$ cat config.mk
export PLATFORM = sky130hd
export DESIGN_NAME = melody_round_ctrl
export DESIGN_NICKNAME = d
export VERILOG_FILES = /design/src/rtl/melody_pkg.sv /design/src/rtl/melody_round_ctrl_tick_gen.sv /design/src/rtl/melody_round_ctrl.sv
export SDC_FILE = /design/constraint.sdc
export NUM_CORES = 1
export LEC_CHECK = 0
export CORE_MARGIN = 2
export CORE_UTILIZATION = 50
export CTS_BUF_LIST = sky130_fd_sc_hd__clkbuf_4 sky130_fd_sc_hd__clkbuf_8
export CTS_CLUSTER_DIAMETER = 40
export DETAILED_ROUTE_END_ITERATION = 10
export HOLD_SLACK_MARGIN = 0.15
export PLACE_DENSITY = 0.77
export SETUP_SLACK_MARGIN = 0.05
export SYNTH_ARGS = -nofsm -noshare
export SYNTH_HDL_FRONTEND = slang
export SYNTH_SLANG_ARGS = --single-unit
$ cat constraint.sdc
create_clock -name clk -period 3.3 [get_ports clk]
set_input_delay 0.99 -clock clk [delete_from_list [all_inputs] [get_ports clk]]
set_output_delay 0.99 -clock clk [all_outputs]
set_load 0.1 [all_outputs]
$ cat src/rtl/melody_pkg.sv
// Shared types and constants for the note-memory round sequencer.
package melody_pkg;

   localparam int NOTE_W    = 4;
   localparam int NUM_NOTES = 8;
   localparam logic [NOTE_W-1:0] MISS_TONE = 4'hF;

   typedef enum logic [2:0] {
      S_IDLE     = 3'd0,
      S_PLAY     = 3'd1,
      S_GAP      = 3'd2,
      S_LISTEN   = 3'd3,
      S_MISS     = 3'd4,
      S_LEVEL_UP = 3'd5,
      S_DONE     = 3'd6
   } state_t;

   // Constant-index mux keeps the select free of wide index arithmetic.
   function automatic logic [NOTE_W-1:0] note_at(
      input logic [NOTE_W*NUM_NOTES-1:0] pattern,
      input logic [2:0]                  idx
   );
      logic [NOTE_W-1:0] note;
      note = '0;
      for (int i = 0; i < NUM_NOTES; i++) begin
         if (idx == 3'(i)) note = pattern[i*NOTE_W +: NOTE_W];
      end
      return note;
   endfunction

endpackage

$ cat src/rtl/melody_round_ctrl_tick_gen.sv
// Restartable clock divider: o_tick is high for one cycle every TICK_DIV cycles.
module tick_gen #(
   parameter int TICK_DIV = 5000000
) (
   input  logic i_clk,
   input  logic i_reset,
   input  logic i_clear,
   output logic o_tick
);

   localparam int CW = (TICK_DIV > 1) ? $clog2(TICK_DIV) : 1;

   logic [CW-1:0] r_cnt;

   assign o_tick = (r_cnt == CW'(TICK_DIV - 1));

   always_ff @(posedge i_clk) begin
      if (i_reset || i_clear || o_tick) r_cnt <= '0;
      else                              r_cnt <= r_cnt + CW'(1);
   end

endmodule

$ cat src/rtl/melody_round_ctrl.sv
// Round sequencer for the note-memory game: plays a growing prefix of a
// latched 8-note pattern, checks the player's answers, tracks level/score/lives.
//
// state    | meaning
// IDLE     | waiting for start after reset
// PLAY     | sounding note[idx] for one tick
// GAP      | silence for one tick between notes
// LISTEN   | waiting for the player's key, with timeout
// MISS     | miss tone for one tick, one life lost
// LEVEL_UP | silence for one tick after a completed prefix
// DONE     | game over (won or lost), results held until start
module melody_round_ctrl
   import melody_pkg::*;
#(
   parameter int TICK_DIV      = 5000000,
   parameter int MIN_LEN       = 3,
   parameter int TIMEOUT_TICKS = 4,
   parameter int LIVES         = 3
) (
   input  logic        clk,
   input  logic        reset,
   input  logic        start,
   input  logic [31:0] pattern_in,
   input  logic        key_valid,
   input  logic [3:0]  key_note,
   output logic [3:0]  piezo_out,
   output logic [3:0]  led_out,
   output logic        miss_out,
   output logic [3:0]  level_out,
   output logic [7:0]  score_out,
   output logic [1:0]  lives_out,
   output logic [2:0]  state_out,
   output logic        done_out,
   output logic        win_out
);

   localparam int TW = (TIMEOUT_TICKS > 1) ? $clog2(TIMEOUT_TICKS) : 1;

   state_t        r_state,   w_state_nxt;
   logic [31:0]   r_pattern, w_pattern_nxt;
   logic [2:0]    r_idx,     w_idx_nxt;
   logic [3:0]    r_level,   w_level_nxt;
   logic [7:0]    r_score,   w_score_nxt;
   logic [1:0]    r_lives,   w_lives_nxt;
   logic [TW-1:0] r_to,      w_to_nxt;
   logic [3:0]    r_piezo,   w_piezo_nxt;
   logic [3:0]    r_led,     w_led_nxt;
   logic          r_miss,    w_miss_nxt;
   logic          r_done,    w_done_nxt;
   logic          r_win,     w_win_nxt;
   logic          w_tick, w_clear, w_restart, w_go_miss, w_last;

   tick_gen #(.TICK_DIV(TICK_DIV)) u_tick (
      .i_clk   (clk),
      .i_reset (reset),
      .i_clear (w_clear),
      .o_tick  (w_tick)
   );

   assign w_last  = ({1'b0, r_idx} == (r_level - 4'd1));
   // Any state change, or a correct non-final answer, restarts tick timing.
   assign w_clear = (w_state_nxt != r_state) || w_restart;

   always_comb begin
      w_state_nxt   = r_state;
      w_pattern_nxt = r_pattern;
      w_idx_nxt     = r_idx;
      w_level_nxt   = r_level;
      w_score_nxt   = r_score;
      w_lives_nxt   = r_lives;
      w_to_nxt      = r_to;
      w_piezo_nxt   = r_piezo;
      w_led_nxt     = r_led;
      w_miss_nxt    = 1'b0;
      w_done_nxt    = r_done;
      w_win_nxt     = r_win;
      w_restart     = 1'b0;
      w_go_miss     = 1'b0;
      case (r_state)
         S_IDLE, S_DONE: begin
            if (start) begin
               w_state_nxt   = S_PLAY;
               w_pattern_nxt = pattern_in;
               w_level_nxt   = 4'(MIN_LEN);
               w_lives_nxt   = 2'(LIVES);
               w_score_nxt   = '0;
               w_idx_nxt     = '0;
               w_done_nxt    = 1'b0;
               w_win_nxt     = 1'b0;
               w_piezo_nxt   = note_at(pattern_in, 3'd0);
               w_led_nxt     = note_at(pattern_in, 3'd0);
            end
         end
         S_PLAY: begin
            if (w_tick) begin
               w_state_nxt = S_GAP;
               w_piezo_nxt = '0;
               w_led_nxt   = '0;
            end
         end
         S_GAP: begin
            if (w_tick) begin
               if (w_last) begin
                  w_idx_nxt   = '0;
                  w_state_nxt = S_LISTEN;
               end else begin
                  w_idx_nxt   = r_idx + 3'd1;
                  w_state_nxt = S_PLAY;
                  w_piezo_nxt = note_at(r_pattern, r_idx + 3'd1);
                  w_led_nxt   = note_at(r_pattern, r_idx + 3'd1);
               end
            end
         end
         S_LISTEN: begin
            // A key on the same cycle as the final timeout tick takes priority.
            if (key_valid) begin
               w_led_nxt = key_note;
               if (key_note == note_at(r_pattern, r_idx)) begin
                  w_score_nxt = (r_score == 8'hFF) ? r_score : r_score + 8'd1;
                  if (w_last) begin
                     w_state_nxt = S_LEVEL_UP;
                     w_led_nxt   = '0;
                     w_piezo_nxt = '0;
                  end else begin
                     w_idx_nxt = r_idx + 3'd1;
                     w_restart = 1'b1;
                  end
               end else begin
                  w_go_miss = 1'b1;
               end
            end else if (w_tick) begin
               if (r_to == TW'(TIMEOUT_TICKS - 1)) w_go_miss = 1'b1;
               else                                w_to_nxt  = r_to + TW'(1);
            end
         end
         S_MISS: begin
            if (w_tick) begin
               if (r_lives == 2'd0) begin
                  w_state_nxt = S_DONE;
                  w_done_nxt  = 1'b1;
                  w_win_nxt   = 1'b0;
                  w_piezo_nxt = '0;
                  w_led_nxt   = '0;
               end else begin
                  w_idx_nxt   = '0;
                  w_state_nxt = S_PLAY;
                  w_piezo_nxt = note_at(r_pattern, 3'd0);
                  w_led_nxt   = note_at(r_pattern, 3'd0);
               end
            end
         end
         S_LEVEL_UP: begin
            if (w_tick) begin
               if (r_level == 4'(NUM_NOTES)) begin
                  w_state_nxt = S_DONE;
                  w_done_nxt  = 1'b1;
                  w_win_nxt   = 1'b1;
               end else begin
                  w_level_nxt = r_level + 4'd1;
                  w_idx_nxt   = '0;
                  w_state_nxt = S_PLAY;
                  w_piezo_nxt = note_at(r_pattern, 3'd0);
                  w_led_nxt   = note_at(r_pattern, 3'd0);
               end
            end
         end
         default: w_state_nxt = S_IDLE;
      endcase
      if (w_go_miss) begin
         w_state_nxt = S_MISS;
         w_miss_nxt  = 1'b1;
         w_lives_nxt = r_lives - 2'd1;
         w_idx_nxt   = '0;
         w_piezo_nxt = MISS_TONE;
         w_led_nxt   = MISS_TONE;
      end
   end

   always_ff @(posedge clk) begin
      if (reset) begin
         r_state   <= S_IDLE;
         r_pattern <= '0;
         r_idx     <= '0;
         r_level   <= '0;
         r_score   <= '0;
         r_lives   <= '0;
         r_to      <= '0;
         r_piezo   <= '0;
         r_led     <= '0;
         r_miss    <= 1'b0;
         r_done    <= 1'b0;
         r_win     <= 1'b0;
      end else begin
         r_state   <= w_state_nxt;
         r_pattern <= w_pattern_nxt;
         r_idx     <= w_idx_nxt;
         r_level   <= w_level_nxt;
         r_score   <= w_score_nxt;
         r_lives   <= w_lives_nxt;
         r_to      <= w_clear ? '0 : w_to_nxt;
         r_piezo   <= w_piezo_nxt;
         r_led     <= w_led_nxt;
         r_miss    <= w_miss_nxt;
         r_done    <= w_done_nxt;
         r_win     <= w_win_nxt;
      end
   end

   assign piezo_out = r_piezo;
   assign led_out   = r_led;
   assign miss_out  = r_miss;
   assign level_out = r_level;
   assign score_out = r_score;
   assign lives_out = r_lives;
   assign state_out = r_state;
   assign done_out  = r_done;
   assign win_out   = r_win;

endmodule

-- Word level (Yosys, flattened, before mapping)
Index checks and enable logic that the tools add are counted.
- bits in registers: 88
- input bits: 40
- output and inout port bits: 28
- $add $sub $neg: 7
- equal/unequal tests: 49
- muxes and demuxes: 91
- bitwise gates (word level): 2
- reductions and logical operators: 26
- operators by type and width (kind ; count):
    4-bit two-way mux ; 37
    3-bit two-way mux ; 21
    4-bit one-hot mux with 6 select lines ; 2
    3-bit == test (second input constant) ; 11
    8-bit two-way mux ; 4
    23-bit by 1-bit adder with 23-bit output (second input constant) ; 1
    23-bit == test (second input constant) ; 1
    3-bit by 2-bit == test with 1-bit output (second input constant) ; 6
    2-bit != test (second input constant) ; 9
    3-bit != test (second input constant) ; 6
    3-bit one-hot mux with 6 select lines ; 1
    1-bit two-way mux ; 17
    8-bit one-hot mux with 2 select lines ; 1
    3-bit one-hot mux with 5 select lines ; 1
    3-bit by 2-bit != test with 1-bit output (second input constant) ; 4
    11-bit AND reduction ; 1
    10-bit AND reduction ; 1
    3-bit by 1-bit == test with 1-bit output (second input constant) ; 3
    3-bit zero test ; 3
    9-bit AND reduction ; 1
    8-bit by 1-bit adder with 8-bit output (second input constant) ; 1
    8-bit == test (second input constant) ; 1
    2-bit two-way mux ; 4
    4-bit one-hot mux with 2 select lines ; 1
    24 further kinds ; 37

-- Depth between registers and ports, before layout
Gate-level depths: netlist of run 1.
- word-level depth: 20
- mapped depth: 12
- gate-level depth less buffers: 10

-- By module
From an unflattened synthesis of run 1, not the netlist that was laid out.
- cell total of the unflattened synthesis: 705
- area total of the unflattened synthesis: 5377.7 µm²
- modules (own cells, without submodules) (module ; instances ; cells an instance ; area each (µm²)):
    melody_round_ctrl ; 1 ; 578 ; 4269.1
    tick_gen ; 1 ; 127 ; 1108.6

-- Worst setup path before layout of run 1
OpenSTA, ideal clock, no wires.
- kind: reg2reg
- start point: reg r_level[0] (netlist: level_out[0])
- end point: reg r_to[1]
- arrival time: 3.110 ns
- setup slack: 0.110 ns
- cell stages (with the launch flop): 12
- path buffers: 1
- period minus slack after synthesis: 3.190 ns
- cells stage by stage: dfxtp_1 > inv_1 > ha_1 > xnor2_1 > xnor2_1 > and4_1 > clkbuf_1 > o21a_1 > a211o_1 > a2111oi_0 > nor4_1 > nor3b_1
- word-level cells in the longest chain between the ends: 10
- elaborated cells on any way between the ends: 19
- classes of those cells: add/sub: 1; eq/ne: 3; mux: 13; reduce/logical: 2
- RTL lines (item ; RTL line ; RTL):
    start, declared ; melody_round_ctrl.sv:42 ; logic [3:0] r_level, w_level_nxt;
    start signal, assigned ; melody_round_ctrl.sv:197 ; r_level <= w_level_nxt;
    4-bit by 1-bit subtractor with 4-bit output ; melody_round_ctrl.sv:60 ; assign w_last = ({1'b0, r_idx} == (r_level - 4'd1));
    3-bit by 4-bit == test with 1-bit output ; melody_round_ctrl.sv:60 ;
    3-bit two-way mux ; melody_round_ctrl.sv:120 ; if (w_last) begin
    3-bit two-way mux ; melody_round_ctrl.sv:118 ; if (key_note == note_at(r_pattern, r_idx)) begin
    3-bit two-way mux ; melody_round_ctrl.sv:116 ; if (key_valid) begin
    3-bit one-hot mux with 6 select lines ; melody_round_ctrl.sv:79 ; case (r_state)
    3-bit two-way mux ; melody_round_ctrl.sv:169 ; if (w_go_miss) begin
    3-bit != test ; melody_round_ctrl.sv:62 ; assign w_clear = (w_state_nxt != r_state) || w_restart;
    1-bit logical OR (*) ; melody_round_ctrl.sv:62 ;
    2-bit OR reduction (no line) (*) ; - ;
    end signal, assigned ; melody_round_ctrl.sv:200 ; r_to <= w_clear ? '0 : w_to_nxt;
    end, declared ; melody_round_ctrl.sv:45 ; logic [TW-1:0] r_to, w_to_nxt;
Every way passes the cells marked *; elsewhere a longest branch is shown, timed or not.
A chain may end at the register's enable or synchronous reset.

-- Worst setup path in the final report of run 1
- start point: in key_note[2]
- end point: reg r_led[2] (netlist: led_out[2])
- word-level cells in the longest chain between the ends: 6
- elaborated cells on any way between the ends: 19
- classes of those cells: eq/ne: 9; mux: 8; reduce/logical: 2
- RTL lines (item ; RTL line ; RTL):
    start, declared ; melody_round_ctrl.sv:25 ; input logic [3:0] key_note,
    4-bit == test ; melody_round_ctrl.sv:118 ;
    1-bit two-way mux ; melody_round_ctrl.sv:118 ;
    1-bit two-way mux ; melody_round_ctrl.sv:116 ;
    1-bit two-way mux ; melody_round_ctrl.sv:79 ;
    7-bit nonzero test (no line), or another cell as far along ; - ;
    9-bit AND reduction (no line) ; - ;
    end signal, assigned ; melody_round_ctrl.sv:202 ; r_led <= w_led_nxt;
    end, declared ; melody_round_ctrl.sv:47 ; logic [3:0] r_led, w_led_nxt;
Several ways; a longest one is shown, not always the timed one. The select of a mux whose other input is x is not followed.

==> flow_summary_export.csv, run 1 <==
group,metric,value,unit
run_status,status,"completed",
setup_path,cpMaxStageDelayCell,"clkdlybuf4s50_1",
clock_tree,cts_tree,"built",
power_and_ir_drop,vdd_ir_drop_max,0.342,mV
logic_synthesis,seq_area_frac_synth,35.2,%
power_and_ir_drop,p_leak,2.38,nW
drt,vias,4901,
clock_tree,clk_path_buf_depth,2,
min_path,min_from,"piezo_out[2]",
job,maxCapViolCount,0,
setup_path,arrival,3.44,ns
setup_path,endpoint_kind,"flip-flop",
drt,drt_iter0_drc,269,
logic_synthesis,ys_seq_elements,88,
floorplanning,num_rows,36,
logic_synthesis,synth-edff-count,0,
sta,finalSetupViolCount,0,
sta,tightest_slew,0.613,ns
final_layout,area_delta_synth_final,22.0,%
logic_synthesis,synth_top_cell_area_share,35.2,%
floorplanning,design.core.area,0.00973,mm²
min_path,min_path_cells,1,
clock_tree,cts_num_sinks,88,
placement,dp_hpwl,10.1,mm
power_and_ir_drop,p_sw,0.728,mW
drt,wl_per_cell,15.8,µm
min_path,hold_class,"flip-flop to flip-flop",
final_layout,num_antenna_cells,0,
floorplanning,initial_core_util,51.4,%
power_and_ir_drop,seqPwrFrac,50.0,%
logic_synthesis,synth.cell_area,0.00500,mm²
global_routing,grt_pass1_wl,22.5,mm
logic_synthesis,syn_nets,702,
sta,timing.fmax,320,MHz
clock_tree,root_buffer,"clkbuf_8",
power_and_ir_drop,swShare,31.5,%
global_routing,grt_usage,25.2,%
setup_path,cp_max_fo,7,
sta,slew_headroom,58.6,%
setup_path,worstRegToRegCells,12,
final_layout,fillers,934,
sta,finClkSkew,0.0173,ns
power_and_ir_drop,p_clk_share,30.6,%
final_layout,drive_above_1_share,13.4,%
setup_path,slowest_delay,0.62,ns
logic_synthesis,synth.area.mux_share,0.600,%
setup_path,r2r-start,"r_idx[1]",
clock_tree,cts_buffers,9,
floorplanning,fp.dieArea,0.0108,mm²
clock_tree,h-tree-depth,3,
logic_synthesis,synth-simple-area-share,26.9,%
drt,drtPass1Iterations,6,
logic_synthesis,synthMostInstantiatedCell,"nand2_1",
sta,holdWs,0.456,ns
setup_path,r2r_end,"led_out[2]",
logic_synthesis,synth_cells,649,
floorplanning,num_io_pins,68,
global_routing,antenna_found_initial,0,
power_and_ir_drop,combPwrFrac,19.4,%
setup_path,worst-setup-path-type,"input pin to flip-flop",
logic_synthesis,yosysTopAreaCell,"dfxtp_1",
logic_synthesis,synthFlopType,"dfxtp_1",
placement,gp_congestion,0.932,
global_routing,first_global_vias,4751,
global_routing,grt_max_degree,42,
logic_synthesis,synth_compound_area_share,21.6,%
setup_path,crit_chain,"clkdlybuf4s50_1 > nor2_1 > a22oi_1 > or4bb_1 > nand4_1 > nor2_4 > a31o_2 > a31oi_1 > a221o_1",
logic_synthesis,synth_area_leaders,"dfxtp_1, nand2_1, a21oi_1, nor2_1, xor2_1",
logic_synthesis,yosys_warnings,0,
placement,numPortBuffers,67,
power_and_ir_drop,intPower,1.58,mW
global_routing,overflow,0,
logic_synthesis,synthArstFlopShare,0,%
floorplanning,die-width,104,µm
logic_synthesis,synthXorXnorAreaFrac,7.35,%
drt,wl,13.5,mm
final_layout,fin_nets,774,
sta,rsz0062_at_grt,"no",
setup_path,cp.required,3.62,ns
sta,hold_viol,0,
clock_tree,clk_pin_slew,0.09,ns
min_path,worstHoldEndpoint,"piezo_out[2]",
sta,fin_tns_setup,0,ns
logic_synthesis,synth_cell_type_count,63,
power_and_ir_drop,power,2.31,mW
logic_synthesis,synthAdderAreaFrac,3.25,%
final_layout,regArea,0.00176,mm²
drt,vias_per_cell,5.71,
setup_path,start_kind,"input pin",
final_layout,final_area,0.00610,mm²
placement,postPlaceCellArea,0.00586,mm²
sta,maxSlewViolCount,0,
drt,drc,0,
floorplanning,die_y,104,µm
final_layout,multi_input_area,0.00306,mm²
setup_path,ff2ff_setup_slack,0.18,ns
clock_tree,clock_latency,0.38,ns
power_and_ir_drop,power_density,378,mW/mm²
logic_synthesis,syn_avg_cell_area,7.71,µm²
sta,period_share,94.8,%
logic_synthesis,synth_top_family_by_area,"simple AND/OR/NAND/NOR gates",
logic_synthesis,synth_common_cells,"nand2_1, dfxtp_1, nor2_1, a21oi_1, xor2_1",
sta,finalCriticalPeriod,3.13,ns
clock_tree,cts_setup_buffers,0,
drt,drtAntennaViolNets,0,
## flip-flops by register name, summed over array words and instances, names as in the netlist, 3 cells and up
register / flops
led_out: 4
piezo_out: 4
u_tick.r_cnt: 23
score_out: 8
r_pattern: 32
level_out: 4
state_out: 3
r_idx: 3
## critical path: cells and delay by family
kind                   cells  cell delay, ns
AOI/OAI and AO/OA          4            0.91
and+or+nand+nor            4            0.90
buffers and inverters      1            0.62
## repair_timing
action / in CTS / in global routing
gates resized for setup: 3 / 11
pin swaps: 1 / 1
setup endpoints to repair: 10 / 34
hold buffers: 0 / 0
## through the flow
step | std cells | util (%) | setup WS (ns)
after floorplan | 649 | - | 0.110
after global placement | 843 | 60.2 | -0.222
after detailed placement | 843 | 60.2 | -0.304
after CTS | 859 | 62.2 | 0.0569
after global routing | 859 | 62.7 | 0.0558
final | 859 | 62.7 | 0.172
## power by group through the flow
stage | logic (mW) | clock network, mW | registers (mW)
global placement | 0.431 | 0 | 1.18
floorplan | 0.194 | 0 | 1.28
global route | 0.484 | 0.761 | 1.16
CTS | 0.446 | 0.723 | 1.15
finish | 0.449 | 0.707 | 1.15
detailed placement | 0.441 | 0 | 1.18
## layout by cell type (no fill, tap or decap), drive strengths merged, types with 11 or more instances in the layout
| master | count |
|---|---|
| clkdlybuf4s50 | 39 |
| inv | 24 |
| nand2 | 111 |
| nor2 | 69 |
| xor2 | 28 |
| nand3 | 13 |
| nand4 | 11 |
| o21ai | 23 |
| ha | 13 |
| dfxtp | 88 |
| nor3 | 11 |
| a21oi | 61 |
| clkbuf | 12 |
| buf | 61 |
| xnor2 | 14 |
| and3 | 13 |
## layout make-up
class | instances | share of cell area [%]
Sequential cell | 88 | 28.9
Timing Repair Buffer | 100 | 13.9
Inverter | 23 | 1.41
Clock buffer | 12 | 2.50
Clock inverter | 4 | 0.471
Multi-Input combinational cell | 499 | 50.1
Tap cell | 133 | 2.73
## worst max path at each step
stage | from | to
floorplan | level_out[0] | r_to[1]
global placement | key_note[1] | score_out[3]
detailed placement | key_note[1] | score_out[5]
CTS | r_idx[1] | r_idx[1]
global route | key_note[1] | r_to[1]
finish | key_note[2] | led_out[2]
## logic make-up after synthesis
family,after synthesis
buf+inv,62
simple gates,280
xor+xnor,42
mux,3
compound gates,161
flops,88
fa+ha+maj,13
## metal layers
metal / vias up / global-route usage [%] / share of wire, %
met3: 26 / 5.45 / 5.3
li1: 2440 / - / -
met1: 2301 / 31.2 / 44
met2: 134 / 43.1 / 48
met4: 0 / 8.88 / 2.0
met5: - / 0 / 0
No activity file was read; power rests on OpenSTA's default activity.
==> run 2, diff against run 1 <==
PLACE_DENSITY = 0.8   (was 0.77)
SETUP_SLACK_MARGIN = unset   (was 0.05)
clock period = 2.5 ns   (was 3.3 ns; I/O delays follow)
==> flow_summary_export.csv, run 2 (synthesis results as in run 1) <==
group,metric,value,unit
run_status,status,"finished, violations left",
run_status,violations,"negative setup slack",
setup_path,cpMaxStageDelayCell,"or4_4",
power_and_ir_drop,vdd_ir_drop_max,0.578,mV
floorplanning,fp.dieArea,0.0108,mm²
sta,hold_viol,0,
clock_tree,hold_buffers,0,
global_routing,antenna_found_initial,0,
clock_tree,root_buffer,"clkbuf_8",
final_layout,num_antenna_cells,0,
drt,drc,0,
global_routing,first_global_vias,5355,
final_layout,instances_no_fill,937,
sta,tightest_slew,0.506,ns
min_path,min_from,"piezo_out[0]",
power_and_ir_drop,combPwrFrac,21.7,%
final_layout,final_common_cell,"buf_4",
sta,setup_slack,-0.358,ns
setup_path,crit_chain,"ha_4 > ha_2 > or2_4 > a221oi_4 > or4bb_1 > nand4_1 > nor2_4 > a41oi_4 > or4_4 > a21oi_2",
clock_tree,cts_num_sinks,88,
drt,drtAntennaViolNets,0,
setup_path,startpoint,"r_idx[0]",
drt,drtPass1Iterations,5,
placement,numPortBuffers,67,
setup_path,endpoint_kind,"flip-flop",
global_routing,grt_max_degree,42,
min_path,hold_class,"flip-flop to flip-flop",
power_and_ir_drop,p_sw,1.08,mW
sta,rsz0062_at_grt,"yes",
drt,vias_per_cell,5.75,
power_and_ir_drop,intPower,2.23,mW
sta,finClkSkew,0.0132,ns
sta,finalSetupViolCount,26,
power_and_ir_drop,swShare,32.5,%
setup_path,slowest_delay,0.52,ns
global_routing,grt_pass1_wl,25.5,mm
sta,maxSlewViolCount,0,
power_and_ir_drop,p_clk_share,32.3,%
floorplanning,die-width,104,µm
clock_tree,cts_tree,"built",
setup_path,start_kind,"flip-flop",
job,maxCapViolCount,0,
floorplanning,num_rows,36,
placement,dp_hpwl,11.5,mm
sta,slew_headroom,65.8,%
floorplanning,design.core.area,0.00973,mm²
final_layout,fillers,743,
sta,timing.fmax,350,MHz
setup_path,arrival,3.18,ns
final_layout,drive_above_1_share,28.4,%
min_path,min_path_cells,1,
drt,drt_iter0_drc,269,
power_and_ir_drop,seqPwrFrac,45.9,%
clock_tree,clk_path_buf_depth,2,
clock_tree,clk_pin_slew,0.10,ns
placement,pre_cts_slack,-0.906,ns
setup_path,r2r-start,"r_idx[0]",
clock_tree,clock_latency,0.39,ns
floorplanning,die_y,104,µm
drt,vias,5388,
final_layout,fin_nets,852,
floorplanning,num_io_pins,68,
setup_path,worst-setup-path-type,"flip-flop to flip-flop",
placement,placedCellCount,902,
final_layout,most-common-layout-cells,"buf_4, nand2_1, dfxtp_1",
final_layout,area_delta_synth_final,44.9,%
sta,finalCriticalPeriod,2.86,ns
final_layout,largest_reg_flops,32,
setup_path,cp_max_fo,6,
global_routing,overflow,0,
clock_tree,cts_buffers,9,
placement,gp_congestion,0.891,
setup_path,worstRegToRegCells,10,
clock_tree,h-tree-depth,3,
floorplanning,initial_core_util,51.4,%
power_and_ir_drop,p_leak,2.89,nW
sta,period_share,114,%
final_layout,regMostFlops,"r_pattern",
drt,wl,15.9,mm
global_routing,grt_usage,29.3,%
drt,wl_per_cell,16.9,µm
setup_path,cp.required,2.82,ns
power_and_ir_drop,power_density,456,mW/mm²
## run 2: cell type report
cell class,count,area (µm²),share of cell area (%)
Clock buffer,9,124,1.71
Clock inverter,7,87.6,1.21
Inverter,23,88.8,1.22
Multi-Input combinational cell,499,3440,47.4
Sequential cell,88,1790,24.6
Tap cell,133,166,2.29
Timing Repair Buffer,178,1560,21.5
## run 2: final timing paths
kind	endpoint	slack (ns)
worst max-delay path	r_idx[1]	-0.36
worst min-delay path	piezo_out[0]	0.46
worst max register to register	r_idx[1]	-0.36
worst min register to register	piezo_out[0]	0.46
## run 2: power groups by stage
| stage | sequential, mW | clock, mW | combinational (mW) |
|---|---|---|---|
| 3_5_place_dp | 1.55 | 0 | 0.660 |
| 3_3_place_gp | 1.55 | 0 | 0.648 |
| 6_report | 1.52 | 1.07 | 0.719 |
| 4_1_cts | 1.52 | 1.09 | 0.693 |
| 2_1_floorplan | 1.68 | 0 | 0.272 |
| 5_1_grt | 1.53 | 1.14 | 0.766 |
## run 2: per-stage QoR
step	setup TNS (ns)	hold slack [ns]	power [mW]	util, %	instance area, µm²
floorplan	-1.47	0.426	1.96	-	5190
global placement	-21.88	0.435	2.20	67.0	6520
detailed placement	-25.02	0.441	2.21	67.0	6520
CTS	-5.65	0.462	3.30	72.7	7070
global route	-9.34	0.492	3.44	74.5	7250
finish	-6.87	0.459	3.31	74.5	7250
## run 2: critical path: cells and delay by family, from the launching register on
kind / cells / cell delay [ns]
flip-flops: 1 / 0.38
AND/OR/NAND/NOR: 5 / 1.47
AO/OA/AOI/OAI: 3 / 0.57
adder cells (fa/ha/maj): 2 / 0.36
## run 2: per-layer routing
metal  track usage (%)  share of wire [%]
met4              13.7                3.5
met5                 0                  0
met2              51.5                 50
met1              33.7                 40
met3              6.64                5.7
## run 2: timing repair
action | 4_1_cts | 5_1_grt
gates resized for setup | 50 | 32
endpoints found under the setup margin | 50 | 53
cloned | 0 | 1
setup buffers | 15 | 3
pin swaps | 18 | 16
==> run 3, diff against run 2 <==
ABC_AREA = 1   (was unset)
SLEW_MARGIN = 20   (was unset)
==> flow_summary_export.csv, run 3 <==
group,metric,value,unit
run_status,status,"finished, violations left",
run_status,violations,"negative setup slack",
power_and_ir_drop,swShare,36.4,%
placement,dp_hpwl,10.9,mm
drt,met2_wirelength,7.57,mm
power_and_ir_drop,vdd_ir_drop_max,0.554,mV
logic_synthesis,syn_nets,815,
final_layout,regMostFlops,"r_pattern",
drt,vias_per_cell,5.38,
logic_synthesis,synthMostInstantiatedCell,"nand2_1",
clock_tree,cts_num_sinks,88,
power_and_ir_drop,combPwrFrac,32.0,%
final_layout,drive_above_1_share,26.0,%
min_path,hold_class,"flip-flop to flip-flop",
drt,wl_per_cell,14.8,µm
final_layout,fillers,808,
final_layout,most-common-layout-cells,"nand2_1, inv_1, buf_4",
drt,drc,0,
setup_path,worst-setup-path-type,"flip-flop to flip-flop",
logic_synthesis,synth_cell_type_count,45,
global_routing,antenna_found_initial,0,
power_and_ir_drop,power_density,564,mW/mm²
power_and_ir_drop,seqPwrFrac,40.9,%
logic_synthesis,synth.cell_area,0.00506,mm²
setup_path,cp.required,2.83,ns
power_and_ir_drop,power,3.90,mW
drt,wl,15.2,mm
logic_synthesis,synthArstFlopShare,0,%
clock_tree,cts_tree,"built",
drt,vias,5544,
job,maxCapViolCount,0,
sta,tightest_slew,0.527,ns
global_routing,overflow,0,
logic_synthesis,yosysTopAreaCell,"dfxtp_1",
clock_tree,root_buffer,"clkbuf_8",
drt,drt_iter0_drc,362,
sta,finalSetupViolCount,39,
floorplanning,die-width,105,µm
final_layout,instances_no_fill,1030,
sta,timing.fmax,362,MHz
floorplanning,fp.dieArea,0.0110,mm²
final_layout,area_delta_synth_final,36.7,%
drt,wl_met1,6.38,mm
sta,hold_viol,0,
setup_path,arrival,3.10,ns
clock_tree,clk_pin_slew,0.09,ns
floorplanning,initial_core_util,51.6,%
drt,drtPass1Iterations,7,
floorplanning,die_y,105,µm
clock_tree,h-tree-depth,3,
clock_tree,hold_buffers,0,
logic_synthesis,synth_area_leaders,"dfxtp_1, nand2_1, inv_1, o21ai_0, nor2_1",
drt,drtAntennaViolNets,0,
placement,placedCellCount,1004,
drt,wl_met3,938,µm
placement,gp_congestion,0.945,
logic_synthesis,synth-edff-count,0,
power_and_ir_drop,p_leak,2.97,nW
final_layout,largest_reg_flops,32,
sta,slew_headroom,64.5,%
clock_tree,clk_path_buf_depth,2,
sta,finClkSkew,0.0193,ns
final_layout,final_area,0.00692,mm²
clock_tree,cts_buffers,9,
placement,postPlaceCellArea,0.00624,mm²
sta,rsz0062_at_grt,"yes",
final_layout,num_antenna_cells,0,
setup_path,cp_max_fo,8,
logic_synthesis,syn_avg_cell_area,6.65,µm²
global_routing,grt_pass1_wl,24.5,mm
setup_path,endpoint_kind,"flip-flop",
sta,period_share,111,%
floorplanning,design.core.area,0.00982,mm²
final_layout,final_common_cell,"nand2_1",
logic_synthesis,synth_cells,762,
placement,numPortBuffers,67,
sta,maxSlewViolCount,0,
floorplanning,num_rows,36,
logic_synthesis,synthFlopType,"dfxtp_1",
power_and_ir_drop,intPower,2.48,mW
logic_synthesis,synth_common_cells,"nand2_1, inv_1, nor2_1, dfxtp_1, o21ai_0",
final_layout,fin_nets,945,
sta,finalCriticalPeriod,2.76,ns
power_and_ir_drop,p_clk_share,27.1,%
floorplanning,num_io_pins,68,
logic_synthesis,synth_top_cell_area_share,34.8,%
logic_synthesis,ys_seq_elements,88,
clock_tree,clock_latency,0.39,ns
sta,setup_slack,-0.263,ns
global_routing,grt_usage,27.5,%
global_routing,first_global_vias,5210,
logic_synthesis,yosys_warnings,0,
logic_synthesis,seq_area_frac_synth,34.8,%
drt,top_layer_used,"met4",
global_routing,grt_max_degree,31,
setup_path,start_kind,"flip-flop",
power_and_ir_drop,p_sw,1.42,mW
run 3: cell type report:
cell class	count	area, µm²	share of cell area, %
well taps	133	166	2.40
repair buffers	135	1210	17.4
flip-flops and latches	88	1790	25.9
clock buffers	11	151	2.19
clock inverters	5	61.3	0.886
multi-input cells	537	3080	44.5
inverters	121	468	6.76
run 3: power by group through the flow:
stage	Clock [mW]	Combinational [mW]	Sequential [mW]
2_1_floorplan	0	0.516	1.82
3_3_place_gp	0	1.05	1.61
3_5_place_dp	0	1.08	1.61
4_1_cts	1.08	1.16	1.59
5_1_grt	1.13	1.35	1.60
6_report	1.06	1.25	1.60
run 3: path summary, 6_finish.rpt:
path / startpoint / endpoint / slack, ns / cells past startpoint
hold / removal: r_pattern[25] / r_pattern[25] / 0.48 / 2
hold reg to reg: r_pattern[25] / r_pattern[25] / 0.48 / 2
setup reg to reg: r_idx[1] / u_tick.r_cnt[10] / -0.26 / 25
setup / recovery: r_idx[1] / u_tick.r_cnt[10] / -0.26 / 25
run 3: cells by family after synthesis:
| logic type | Yosys count | synth area share, % |
|---|---|---|
| muxes | 1 | 0.198 |
| and+or+nand+nor | 342 | 30.6 |
| DFF | 88 | 34.8 |
| buffers and inverters | 137 | 10.7 |
| xor gates and xnor gates | 22 | 3.80 |
| AOI/OAI and AO/OA | 159 | 16.7 |
| adders and majority gates | 13 | 3.21 |
run 3: timing repair:
item | CTS | global route
buffers inserted | 4 | 4
pin swaps | 10 | 23
endpoints found under the setup margin | 46 | 57
resized for setup | 52 | 63
gates cloned | 2 | 0
hold endpoints to repair | 0 | 0
run 3: stage by stage:
| step | hold slack, ns | setup slack [ns] | setup TNS, ns | utilization, % |
|---|---|---|---|---|
| 2_1_floorplan | 0.418 | 0.00579 | 0 | - |
| 3_3_place_gp | 0.459 | -0.142 | -4.68 | 63.6 |
| 3_5_place_dp | 0.461 | -0.309 | -10.79 | 63.6 |
| 4_1_cts | 0.480 | -0.185 | -4.32 | 68.4 |
| 5_1_grt | 0.488 | -0.460 | -16.34 | 70.5 |
| 6_report | 0.477 | -0.263 | -7.50 | 70.5 |
run 3: per-layer routing:
metal  vias up  track usage, %
met2       215            48.4
met4         0            8.48
met3        39            6.18
met5         -               0
li1       2724               -
met1      2566            33.4
run 3: worst max-delay path: stages (launching register included):
cell	delay (ns)
dfxtp_4	0.39
inv_6	0.08
ha_4	0.20
nand3_1	0.09
nand2_1	0.08
inv_1	0.07
nand2_2	0.06
nand2_1	0.05
nand2_1	0.07
nand2_1	0.05
nand2_1	0.05
nand2_1	0.06
nand2_2	0.08
nand2_1	0.05
nand2_1	0.05
nand2_1	0.07
nor2_2	0.16
nand2_2	0.09
nand2_1	0.09
nand3_1	0.14
nand2_2	0.11
nand2_1	0.06
nand2_2	0.09
nand3_4	0.17
buf_16	0.20
nor2_4	0.07
